[config.mk]
export PLATFORM = sky130hd
export DESIGN_NAME = decode_stage
export DESIGN_NICKNAME = d
export VERILOG_FILES = /design/src/rtl/wiscv_pkg.sv /design/src/rtl/decode_stage_imm_gen.sv /design/src/rtl/decode_stage.sv
export SDC_FILE = /design/constraint.sdc
export NUM_CORES = 1
export LEC_CHECK = 0
export CAP_MARGIN = 20
export CORE_AREA = 2 2 153 155
export DETAILED_ROUTE_END_ITERATION = 10
export DIE_AREA = 0 0 155 157
export PLACE_DENSITY = 0.74
export SLEW_MARGIN = 25
export SYNTH_ARGS = -nofsm -noshare
export SYNTH_HDL_FRONTEND = slang
export SYNTH_HIERARCHICAL = 1
export SYNTH_SLANG_ARGS = --single-unit
[constraint.sdc]
create_clock -name i_clk -period 11.65 [get_ports i_clk]
set_clock_uncertainty 0.2 [all_clocks]
set_input_delay 2.33 -clock i_clk [delete_from_list [all_inputs] [get_ports i_clk]]
set_output_delay 2.33 -clock i_clk [all_outputs]
set_load 0.02 [all_outputs]
[src/rtl/wiscv_pkg.sv]
// wiscv_pkg: shared decode definitions for the wiscv pipeline.
//   - RV32 base opcode values used by the decode stage
//   - imm_type_e: immediate format selected by opcode
//   - id_ex_t: payload carried in the ID/EX pipeline register
//   - imm_type_of(): opcode -> immediate format
package wiscv_pkg;

    localparam int XLEN  = 32;
    localparam int REG_W = 5;

    localparam logic [6:0] OP     = 7'b0110011;
    localparam logic [6:0] OP_IMM = 7'b0010011;
    localparam logic [6:0] LOAD   = 7'b0000011;
    localparam logic [6:0] STORE  = 7'b0100011;
    localparam logic [6:0] BRANCH = 7'b1100011;
    localparam logic [6:0] LUI    = 7'b0110111;
    localparam logic [6:0] AUIPC  = 7'b0010111;
    localparam logic [6:0] JAL    = 7'b1101111;
    localparam logic [6:0] JALR   = 7'b1100111;

    typedef enum logic [2:0] {
        IMM_I    = 3'd0,
        IMM_S    = 3'd1,
        IMM_B    = 3'd2,
        IMM_U    = 3'd3,
        IMM_J    = 3'd4,
        IMM_NONE = 3'd5
    } imm_type_e;

    typedef struct packed {
        logic [XLEN-1:0]  pc;
        logic [XLEN-1:0]  rs1_val;
        logic [XLEN-1:0]  rs2_val;
        logic [XLEN-1:0]  imm;
        logic [REG_W-1:0] rd_addr;
        logic [6:0]       opcode;
        logic [2:0]       funct3;
        logic             funct7b5;
        logic             rd_wr_en;
        logic             is_load;
    } id_ex_t;

    function automatic imm_type_e imm_type_of(input logic [6:0] opcode);
        imm_type_e t;
        case (opcode)
            OP_IMM, LOAD, JALR: t = IMM_I;
            STORE:              t = IMM_S;
            BRANCH:             t = IMM_B;
            LUI, AUIPC:         t = IMM_U;
            JAL:                t = IMM_J;
            default:            t = IMM_NONE;
        endcase
        return t;
    endfunction

endpackage

[src/rtl/decode_stage_imm_gen.sv]
// imm_gen: combinational immediate generator.
//   instr : 32-bit instruction word
//   imm   : immediate, sign-extended to DATA_WIDTH; 0 for formats without one
module imm_gen
    import wiscv_pkg::*;
#(
    parameter int DATA_WIDTH = XLEN
) (
    input  logic [31:0]           instr,
    output logic [DATA_WIDTH-1:0] imm
);

    // Select the immediate layout from the opcode and sign-extend it.
    always_comb begin
        imm = '0;
        case (imm_type_of(instr[6:0]))
            IMM_I:   imm = DATA_WIDTH'($signed(instr[31:20]));
            IMM_S:   imm = DATA_WIDTH'($signed({instr[31:25], instr[11:7]}));
            IMM_B:   imm = DATA_WIDTH'($signed({instr[31], instr[7], instr[30:25],
                                                instr[11:8], 1'b0}));
            IMM_U:   imm = DATA_WIDTH'($signed({instr[31:12], 12'b0}));
            IMM_J:   imm = DATA_WIDTH'($signed({instr[31], instr[19:12], instr[20],
                                                instr[30:21], 1'b0}));
            default: imm = '0;
        endcase
    end

endmodule

[src/rtl/decode_stage.sv]
// decode_stage: wiscv instruction-decode stage.
//   IF side   : i_if_valid / o_if_ready handshake, i_if_instr, i_if_pc
//   Reg file  : o_rs1_addr / o_rs2_addr (combinational), i_rs1_data / i_rs2_data
//   Bypass    : i_ex_rd_data (result of the instruction in ID/EX), MEM and WB write ports
//   Control   : i_flush kills ID and ID/EX
//   EX side   : o_ex_valid / i_ex_ready handshake plus the registered o_ex_* payload
module decode_stage
    import wiscv_pkg::*;
#(
    parameter int DATA_WIDTH = XLEN,
    parameter int REG_ADDR_W = REG_W
) (
    input  logic                  i_clk,
    input  logic                  i_rst,
    input  logic                  i_if_valid,
    input  logic [31:0]           i_if_instr,
    input  logic [DATA_WIDTH-1:0] i_if_pc,
    output logic                  o_if_ready,
    output logic [REG_ADDR_W-1:0] o_rs1_addr,
    output logic [REG_ADDR_W-1:0] o_rs2_addr,
    input  logic [DATA_WIDTH-1:0] i_rs1_data,
    input  logic [DATA_WIDTH-1:0] i_rs2_data,
    input  logic [DATA_WIDTH-1:0] i_ex_rd_data,
    input  logic                  i_mem_rd_wr_en,
    input  logic [REG_ADDR_W-1:0] i_mem_rd_addr,
    input  logic [DATA_WIDTH-1:0] i_mem_rd_data,
    input  logic                  i_wb_rd_wr_en,
    input  logic [REG_ADDR_W-1:0] i_wb_rd_addr,
    input  logic [DATA_WIDTH-1:0] i_wb_rd_data,
    input  logic                  i_flush,
    output logic                  o_ex_valid,
    input  logic                  i_ex_ready,
    output logic [DATA_WIDTH-1:0] o_ex_pc,
    output logic [DATA_WIDTH-1:0] o_ex_rs1_val,
    output logic [DATA_WIDTH-1:0] o_ex_rs2_val,
    output logic [DATA_WIDTH-1:0] o_ex_imm,
    output logic [REG_ADDR_W-1:0] o_ex_rd_addr,
    output logic [6:0]            o_ex_opcode,
    output logic [2:0]            o_ex_funct3,
    output logic                  o_ex_funct7b5,
    output logic                  o_ex_rd_wr_en,
    output logic                  o_ex_is_load
);

    logic [6:0]            opcode_s;
    logic [REG_ADDR_W-1:0] rd_addr_s;
    logic [REG_ADDR_W-1:0] rs1_addr_s;
    logic [REG_ADDR_W-1:0] rs2_addr_s;
    logic                  uses_rs1_s;
    logic                  uses_rs2_s;
    logic                  writes_rd_s;
    logic [DATA_WIDTH-1:0] imm_s;
    logic [DATA_WIDTH-1:0] rs1_val_s;
    logic [DATA_WIDTH-1:0] rs2_val_s;
    logic                  ex_fwd_s;
    logic                  advance_s;
    logic                  stall_s;
    logic                  accept_s;
    id_ex_t                payload_s;
    id_ex_t                ex_r;
    logic                  ex_valid_r;

    assign opcode_s   = i_if_instr[6:0];
    assign rd_addr_s  = i_if_instr[11:7];
    assign rs1_addr_s = i_if_instr[19:15];
    assign rs2_addr_s = i_if_instr[24:20];

    imm_gen #(.DATA_WIDTH(DATA_WIDTH)) u_imm_gen (
        .instr (i_if_instr),
        .imm   (imm_s)
    );

    // Which register sources the instruction reads and whether it writes rd.
    always_comb begin
        uses_rs1_s  = 1'b1;
        uses_rs2_s  = 1'b0;
        writes_rd_s = 1'b0;
        case (opcode_s)
            OP: begin
                uses_rs2_s  = 1'b1;
                writes_rd_s = 1'b1;
            end
            OP_IMM, LOAD, JALR: writes_rd_s = 1'b1;
            STORE, BRANCH:      uses_rs2_s  = 1'b1;
            LUI, AUIPC, JAL: begin
                uses_rs1_s  = 1'b0;
                writes_rd_s = 1'b1;
            end
            default: begin
                uses_rs1_s  = 1'b1;
                uses_rs2_s  = 1'b0;
                writes_rd_s = 1'b0;
            end
        endcase
    end

    // A load still in ID/EX has no data yet, so a dependent instruction waits one cycle.
    assign stall_s = ex_valid_r && ex_r.is_load && (ex_r.rd_addr != '0) &&
                     ((uses_rs1_s && (rs1_addr_s == ex_r.rd_addr)) ||
                      (uses_rs2_s && (rs2_addr_s == ex_r.rd_addr)));

    assign advance_s  = !ex_valid_r || i_ex_ready;
    assign o_if_ready = advance_s && !stall_s && !i_flush;
    assign accept_s   = i_if_valid && o_if_ready;

    // Loads are excluded from EX forwarding: their result only exists from MEM onward.
    assign ex_fwd_s = ex_valid_r && ex_r.rd_wr_en && !ex_r.is_load;

    // Operand resolution, youngest producer first; x0 is hard-wired to zero.
    always_comb begin
        if (rs1_addr_s == '0) begin
            rs1_val_s = '0;
        end else if (ex_fwd_s && (ex_r.rd_addr == rs1_addr_s)) begin
            rs1_val_s = i_ex_rd_data;
        end else if (i_mem_rd_wr_en && (i_mem_rd_addr == rs1_addr_s)) begin
            rs1_val_s = i_mem_rd_data;
        end else if (i_wb_rd_wr_en && (i_wb_rd_addr == rs1_addr_s)) begin
            rs1_val_s = i_wb_rd_data;
        end else begin
            rs1_val_s = i_rs1_data;
        end

        if (rs2_addr_s == '0) begin
            rs2_val_s = '0;
        end else if (ex_fwd_s && (ex_r.rd_addr == rs2_addr_s)) begin
            rs2_val_s = i_ex_rd_data;
        end else if (i_mem_rd_wr_en && (i_mem_rd_addr == rs2_addr_s)) begin
            rs2_val_s = i_mem_rd_data;
        end else if (i_wb_rd_wr_en && (i_wb_rd_addr == rs2_addr_s)) begin
            rs2_val_s = i_wb_rd_data;
        end else begin
            rs2_val_s = i_rs2_data;
        end
    end

    // Assemble the payload that enters ID/EX on an accepted instruction.
    always_comb begin
        payload_s          = '0;
        payload_s.pc       = i_if_pc;
        payload_s.rs1_val  = rs1_val_s;
        payload_s.rs2_val  = rs2_val_s;
        payload_s.imm      = imm_s;
        payload_s.rd_addr  = rd_addr_s;
        payload_s.opcode   = opcode_s;
        payload_s.funct3   = i_if_instr[14:12];
        payload_s.funct7b5 = i_if_instr[30];
        payload_s.rd_wr_en = writes_rd_s && (rd_addr_s != '0);
        payload_s.is_load  = (opcode_s == LOAD);
    end

    // ID/EX register: flush wins, then advance loads an instruction or a bubble.
    always_ff @(posedge i_clk or posedge i_rst) begin
        if (i_rst) begin
            ex_valid_r <= 1'b0;
            ex_r       <= '0;
        end else if (i_flush) begin
            ex_valid_r <= 1'b0;
        end else if (advance_s) begin
            if (accept_s) begin
                ex_valid_r <= 1'b1;
                ex_r       <= payload_s;
            end else begin
                ex_valid_r <= 1'b0;
            end
        end else begin
            ex_valid_r <= ex_valid_r;
        end
    end

    assign o_rs1_addr    = rs1_addr_s;
    assign o_rs2_addr    = rs2_addr_s;
    assign o_ex_valid    = ex_valid_r;
    assign o_ex_pc       = ex_r.pc;
    assign o_ex_rs1_val  = ex_r.rs1_val;
    assign o_ex_rs2_val  = ex_r.rs2_val;
    assign o_ex_imm      = ex_r.imm;
    assign o_ex_rd_addr  = ex_r.rd_addr;
    assign o_ex_opcode   = ex_r.opcode;
    assign o_ex_funct3   = ex_r.funct3;
    assign o_ex_funct7b5 = ex_r.funct7b5;
    assign o_ex_rd_wr_en = ex_r.rd_wr_en;
    assign o_ex_is_load  = ex_r.is_load;

endmodule

==> summary.md, run 1 <==
| Metric | Value |
|---|---|
| Status | `complete, no violations` |
| CTS clk-pin slew, worst paths | `approximately 0.080 ns` |
| Core Region | `22,500 µm²` |
| Fin crit share | `0.6364` |
| Post-Route WL | `31,900 µm` |
| Initial Util | `0.3735` |
| Hold path depth | `2` |
| Largest net degree at the start of global routing | `between 90 and 100` |
| Lkg Pwr | `0.005859 µW` |
| DPL Wire Length | `between 20,000 and 25,000 µm` |
| Crit end category | `primary output` |
| Post-CTS Hold Buffers | `0` |
| Required time of the critical path | `9.12 ns` |
| Final hold vios | `0` |
| Pins Over Slew Limit | `0` |
| Synth area leaders | `dfrtp_1, nand2_1, a21o_1` |
| Post-synth top flop | `dfrtp_1` |
| GRT overflow | `0` |
| Max Buffers Root-to-Sink | `2` |
| Die Wd | `155 µm` |
| Post-Syn Area | `between 8000 and 9000 µm²` |
| Drt initial violations | `524` |
| Hold WS | `0.2746 ns` |
| Slew Limit Headroom | `0.2698` |
| Share of cells above drive strength 1 | `0.04216` |
| Worst-Margin Slew | `1.086 ns` |
| Crit Path Category | `in -> out` |
| Top cell by count, worst path | `clkdlybuf4s50_1` |
| Die area | `24,340 µm²` |
| Achievable frequency | `134.9 MHz` |
| Flops & latches, synth | `147` |
| Maxcap violations | `0` |
| Vias | `just under 9,000` |
| Register area share after synthesis | `0.4376` |
| Reg2Reg Depth | `8` |
| RSZ-0062 raised after global routing | `false` |
| Worst IR drop on VDD | `72.76 µV` |
| CTS tree | `done` |
| Rows | `between 50 and 60` |
| Worst-path maximum fanout | `17` |
| Die Y | `157 µm` |
| GPL Wtd Cong | `between 0.8 and 0.9` |
| Minimum clock period | `7.414 ns` |
| EDFF count, synth | `0` |
| Final Setup Violations | `0` |
| Initial antenna violation count | `3` |
| Wirelength per Cell | `19.45 µm` |
| Vias in the first global route | `~8,500` |
| Cell count after synthesis | `~1,000` |
| Most area-hungry cell type in the Yosys netlist | `dfrtp_1` |
| Post-Syn Area per Cell | `8.431 µm²` |
| Worst min-delay path class | `reg -> reg` |
| Library cells used by synthesis | `51` |
| Top cell type's share of synthesized area | `0.4376` |
| Root buffer cell | `clkbuf_16` |
| Worst setup SP type | `input pin` |
| Area of the multi-input gates | `4322 µm²` |
| Filler instances | `2,036` |
| Slowest stage delay, CP | `0.69 ns` |
| Residual DRC | `0` |
| Final ANT Viol Nets | `0` |
| PwrDens | `~130 nW/µm²` |
| CP max stage cell | `clkdlybuf4s50_1` |
| Vias/cell | `about 5.4` |
| Fin nets | `roughly 1,600` |
| GRT Util Overall | `0.2566` |
| Sequential Area | `between 3000 and 4000 µm²` |
| YS warnings | `6` |
| Num CTS Buffers | `17` |
| Setup bufs post-CTS | `0` |
| Skew-Pair Late Insertion Delay | `roughly 0.43 ns` |
| Setup total negative slack | `0 ns` |
| Post-synthesis net count | `1,238` |
| Clock sinks | `approximately 150` |
| PortBufs | `398` |
| Resize count post-CTS | `0` |
| H-tree depth | `4` |
| First-pass GRT wire length | `48,190 µm` |
| Asr flop ratio synth | `1.000` |
| Area grow syn2layout | `55.39%` |
| Drt pass-1 iters | `5` |
| Critical path, cell by cell | `clkdlybuf4s50_1 -> nand2b_1 -> a2111o_1 -> or4_4 -> and3_1 -> clkdlybuf4s50_1` |
| I/O pin count | `399` |
| Arr. time, crit path | `roughly 4.9 ns` |
-- stage by stage --
stage	setup slack, ns	util	area (µm²)	total power [µW]	instances
after detailed placement	4.250	0.5526	12440	1126	1605
after global placement	4.272	0.5525	12430	1119	1605
final	4.236	0.5804	13060	1674	1640
after CTS	4.241	0.5799	13050	1687	1637
after floorplan	5.169	-	8406	844.4	997
after global routing	4.132	0.5804	13060	1743	1640
-- power breakdown --
group,leakage [µW],total (µW),switching (µW),internal [µW]
combinational,0.00373,499,245,254
clock,0.000296,558,267,291
sequential,0.00183,617,41.2,576
-- layer usage --
metal	share of wire	GRT usage
met4	0.037	0.1155
met3	0.067	0.05562
met2	0.49	0.4402
met5	0	0
met1	0.40	0.3103
-- worst max-delay path, delay by kind of cell --
kind	cells	cell delay (ns)
compound gates	1	0.34
simple gates	3	0.96
buf+inv	2	1.25
-- final timing paths --
check	startpoint	to	slack (ns)
max	i_if_instr[3]	o_if_ready	4.24
min	o_ex_pc[23]	o_ex_pc[23]	0.27
min in group asynchronous	i_rst	o_ex_pc[3]	2.24
max in group asynchronous	i_rst	o_ex_rs1_val[3]	7.71
min reg2reg	o_ex_pc[23]	o_ex_pc[23]	0.27
max reg2reg	o_ex_rd_addr[1]	o_ex_rs2_val[0]	8.07
-- sequential cells by signal, summed over array words and instances (netlist names) --
signal and flops:
o_ex_rd_addr 5, o_ex_is_load 1, o_ex_opcode 7, o_ex_funct3 3
o_ex_valid 1, o_ex_pc 32, o_ex_rs2_val 32, o_ex_rs1_val 32
o_ex_imm 32, o_ex_rd_wr_en 1, o_ex_funct7b5 1
-- synth_stat cells, drive strengths merged, types with 21 or more instances --
library cell and n:
buf 48, o22a 32, and3 37, mux2i 33, o21ai 67, dfrtp 147, xor2 21, nand2 351
a31oi 33, a21o 52, clkbuf 38, a221o 32
-- placed cells by master (no fill, tap or decap), types with 32 or more instances in the layout --
cell type,n
o21ai_0,66
a31oi_1,33
and3_1,35
dfrtp_1,147
a21o_1,52
o22a_1,32
a221o_1,32
clkdlybuf4s50_1,398
mux2i_1,33
nand2_1,351
-- cell type report --
type | instances | share of cell area
Tap cell | 285 | 0.02730
Clock buffer | 17 | 0.03257
Antenna cell | 3 | 0.0005748
Sequential cell | 147 | 0.2816
Multi-Input combinational cell | 761 | 0.3309
Clock inverter | 15 | 0.01446
Inverter | 3 | 0.001245
Timing Repair Buffer | 409 | 0.3113
-- logic make-up after synthesis --
kind of cell,synth area share
buf+inv,0.05314
compound gates,0.2053
xor+xnor,0.02918
mux,0.03930
flops,0.4376
simple gates,0.2355
Power figures use the tool's default switching activity.
==> inputs of run 2 (changes only) <==
--- a/config.mk
+++ b/config.mk
@@ -6,10 +6,10 @@
 export NUM_CORES = 1
 export LEC_CHECK = 0
 export CAP_MARGIN = 20
-export CORE_AREA = 2 2 153 155
+export CORE_AREA = 2 2 157 159
 export DETAILED_ROUTE_END_ITERATION = 10
-export DIE_AREA = 0 0 155 157
-export PLACE_DENSITY = 0.74
+export DIE_AREA = 0 0 159 161
+export PLACE_DENSITY = 0.73
 export SLEW_MARGIN = 25
 export SYNTH_ARGS = -nofsm -noshare
 export SYNTH_HDL_FRONTEND = slang
==> constraint.sdc (replaced) <==
create_clock -name i_clk -period 6.1 [get_ports i_clk]
set_clock_uncertainty 0.2 [all_clocks]
set_input_delay 1.22 -clock i_clk [delete_from_list [all_inputs] [get_ports i_clk]]
set_output_delay 1.22 -clock i_clk [all_outputs]
set_load 0.02 [all_outputs]
==> summary.md, run 2 (same netlist as run 1, synthesis figures left out) <==
| Metric | Value |
|---|---|
| Status | `complete, no violations` |
| Rows | `57` |
| First-pass GRT wire length | `about 49,000 µm` |
| Die Y | `161 µm` |
| Crit end category | `primary output` |
| Minimum clock period | `5.208 ns` |
| Resize count post-CTS | `0` |
| GRT Util Overall | `0.2440` |
| Pins Over Slew Limit | `0` |
| Post-Route WL | `32,010 µm` |
| GPL Wtd Cong | `0.8738` |
| Post-CTS Hold Buffers | `0` |
| DPL Wire Length | `22,710 µm` |
| CP max stage cell | `clkdlybuf4s50_1` |
| Share of cells above drive strength 1 | `0.04428` |
| Gate power share | `0.295` |
| Maxcap violations | `0` |
| Switching share of power | `0.3166` |
| Final hold vios | `0` |
| Final instance area | `~13,000 µm²` |
| Worst setup SP type | `input pin` |
| H-tree depth | `4` |
| Arr. time, crit path | `3.79 ns` |
| Commonest non-fill, non-tap cell in the layout | `clkdlybuf4s50_1` |
| Worst-Margin Slew | `0.8516 ns` |
| Top cell by count, worst path | `clkdlybuf4s50_1` |
| Area grow syn2layout | `56.27%` |
| Core Region | `23,960 µm²` |
| Area after DPL | `12,520 µm²` |
| Power consumption | `3233 µW` |
| Critical path depth in cells | `6` |
| Filler instances | `2,194` |
| Final Setup Violations | `0` |
| Critical path, cell by cell | `clkdlybuf4s50_1 -> nand2b_1 -> a2111o_1 -> or4_4 -> and3_1 -> clkdlybuf4s50_1` |
| Achievable frequency | `192.0 MHz` |
| Critical path's top delay family | `buffers and inverters` |
| Root buffer cell | `clkbuf_16` |
| I/O pin count | `399` |
| Worst IR drop on VDD | `192.9 µV` |
| Share of total power in the clock network | `0.340` |
| Slew Limit Headroom | `0.4323` |
| Crit Path Category | `in -> out` |
| Setup bufs post-CTS | `0` |
| CTS clk-pin slew, worst paths | `0.07 ns` |
| GRT overflow | `0` |
| Initial Util | `0.3508` |
| Reg2Reg Depth | `7` |
| PwrDens | `roughly 250 nW/µm²` |
| Num CTS Buffers | `17` |
| Die Wd | `159 µm` |
| Lkg Pwr | `0.005883 µW` |
| Internal power | `between 2000 and 2500 µW` |
| Largest net degree at the start of global routing | `150` |
| Worst-path maximum fanout | `17` |
| Initial antenna violation count | `0` |
| Antenna Cells | `0` |
| Required time of the critical path | `4.68 ns` |
| Skew-Pair Late Insertion Delay | `roughly 0.42 ns` |
| Max Buffers Root-to-Sink | `2` |
| Buf/Inv on CP | `2` |
| Clock sinks | `around 150` |
| Drt initial violations | `513` |
| Hold path depth | `2` |
| Post-Route Utilization | `0.5481` |
| Fin crit share | `0.8537` |
| Drt pass-1 iters | `7` |
| CTS tree | `done` |
| Wirelength per Cell | `19.06 µm` |
| PortBufs | `398` |
| Fin nets | `1,583` |
| Vias in the first global route | `8,723` |
| Die area | `25,600 µm²` |
| Slowest stage delay, CP | `0.70 ns` |
| Vias/cell | `5.236` |
| Vias | `about 8,800` |
| Sw Pwr | `1024 µW` |
| Setup total negative slack | `0 ns` |
| Commonest non-fill, non-tap cells in the layout | `clkdlybuf4s50_1, nand2_1, dfrtp_1` |
| Reg power frac | `0.365` |
| Final ANT Viol Nets | `0` |
| RSZ-0062 raised after global routing | `false` |
| Residual DRC | `0` |
| Worst min-delay path class | `reg -> reg` |
-- run 2: changes by cell type in the layout (fill, tap and decap cells not counted), moves of 2 or more --
cell | previous run | this run
diode_2 | 3 | 0
clkinv_4 | 3 | 1
buf_4 | 11 | 13
clkinv_8 | 7 | 0
clkinvlp_4 | 0 | 2
inv_6 | 4 | 7
bufinv_16 | 0 | 2
inv_8 | 2 | 4
-- run 2: metal layers --
metal	global-route usage	routed length, µm	share of wire	vias up
met5	0	0	0	-
met4	0.07521	749	0.023	0
li1	-	-	-	4153
met3	0.06651	2366	0.074	35
met2	0.4277	16010	0.50	391
met1	0.2930	12890	0.40	4212
-- run 2: per-stage QoR --
step / setup slack [ns] / cells / hold WS (ns)
2_1_floorplan: 0.7287 / 997 / 0.3810
3_3_place_gp: 0.9369 / 1647 / 0.2569
3_5_place_dp: 0.9294 / 1647 / 0.2612
4_1_cts: 0.9292 / 1679 / 0.2762
5_1_grt: 0.8092 / 1679 / 0.2900
6_report: 0.8925 / 1679 / 0.2715
-- run 2: layout make-up --
class / count / area, µm² / area share
Clock buffer: 17 / 425.4 / 0.03239
Multi-Input combinational cell: 761 / 4327 / 0.3294
Sequential cell: 147 / 3679 / 0.2801
Inverter: 3 / 16.27 / 0.001238
Tap cell: 324 / 405.4 / 0.03086
Timing Repair Buffer: 412 / 4101 / 0.3122
Clock inverter: 15 / 181.4 / 0.01381
-- run 2: power by group through the flow --
stage	combinational, µW	clock, µW	sequential (µW)
2_1_floorplan	267	0	1350
3_3_place_gp	946	0	1190
3_5_place_dp	956	0	1200
4_1_cts	958	1120	1180
5_1_grt	1010	1160	1190
6_report	954	1100	1180
-- run 2: worst paths after layout --
kind / slack [ns] / startpoint / endpoint
min in group asynchronous: 1.02 / i_rst / o_ex_rs2_val[1]
hold reg to reg: 0.27 / o_ex_pc[12] / o_ex_pc[12]
setup / recovery: 0.89 / i_if_instr[3] / o_if_ready
hold / removal: 0.27 / o_ex_pc[12] / o_ex_pc[12]
max in group asynchronous: 3.61 / i_rst / o_ex_opcode[6]
setup reg to reg: 3.01 / o_ex_rd_addr[2] / o_ex_rs2_val[3]
-- run 2: worst min-delay path, stage by stage (launching register included) --
cell	delay, ns
dfrtp_1	0.34
nand2_1	0.05
nand2_1	0.06
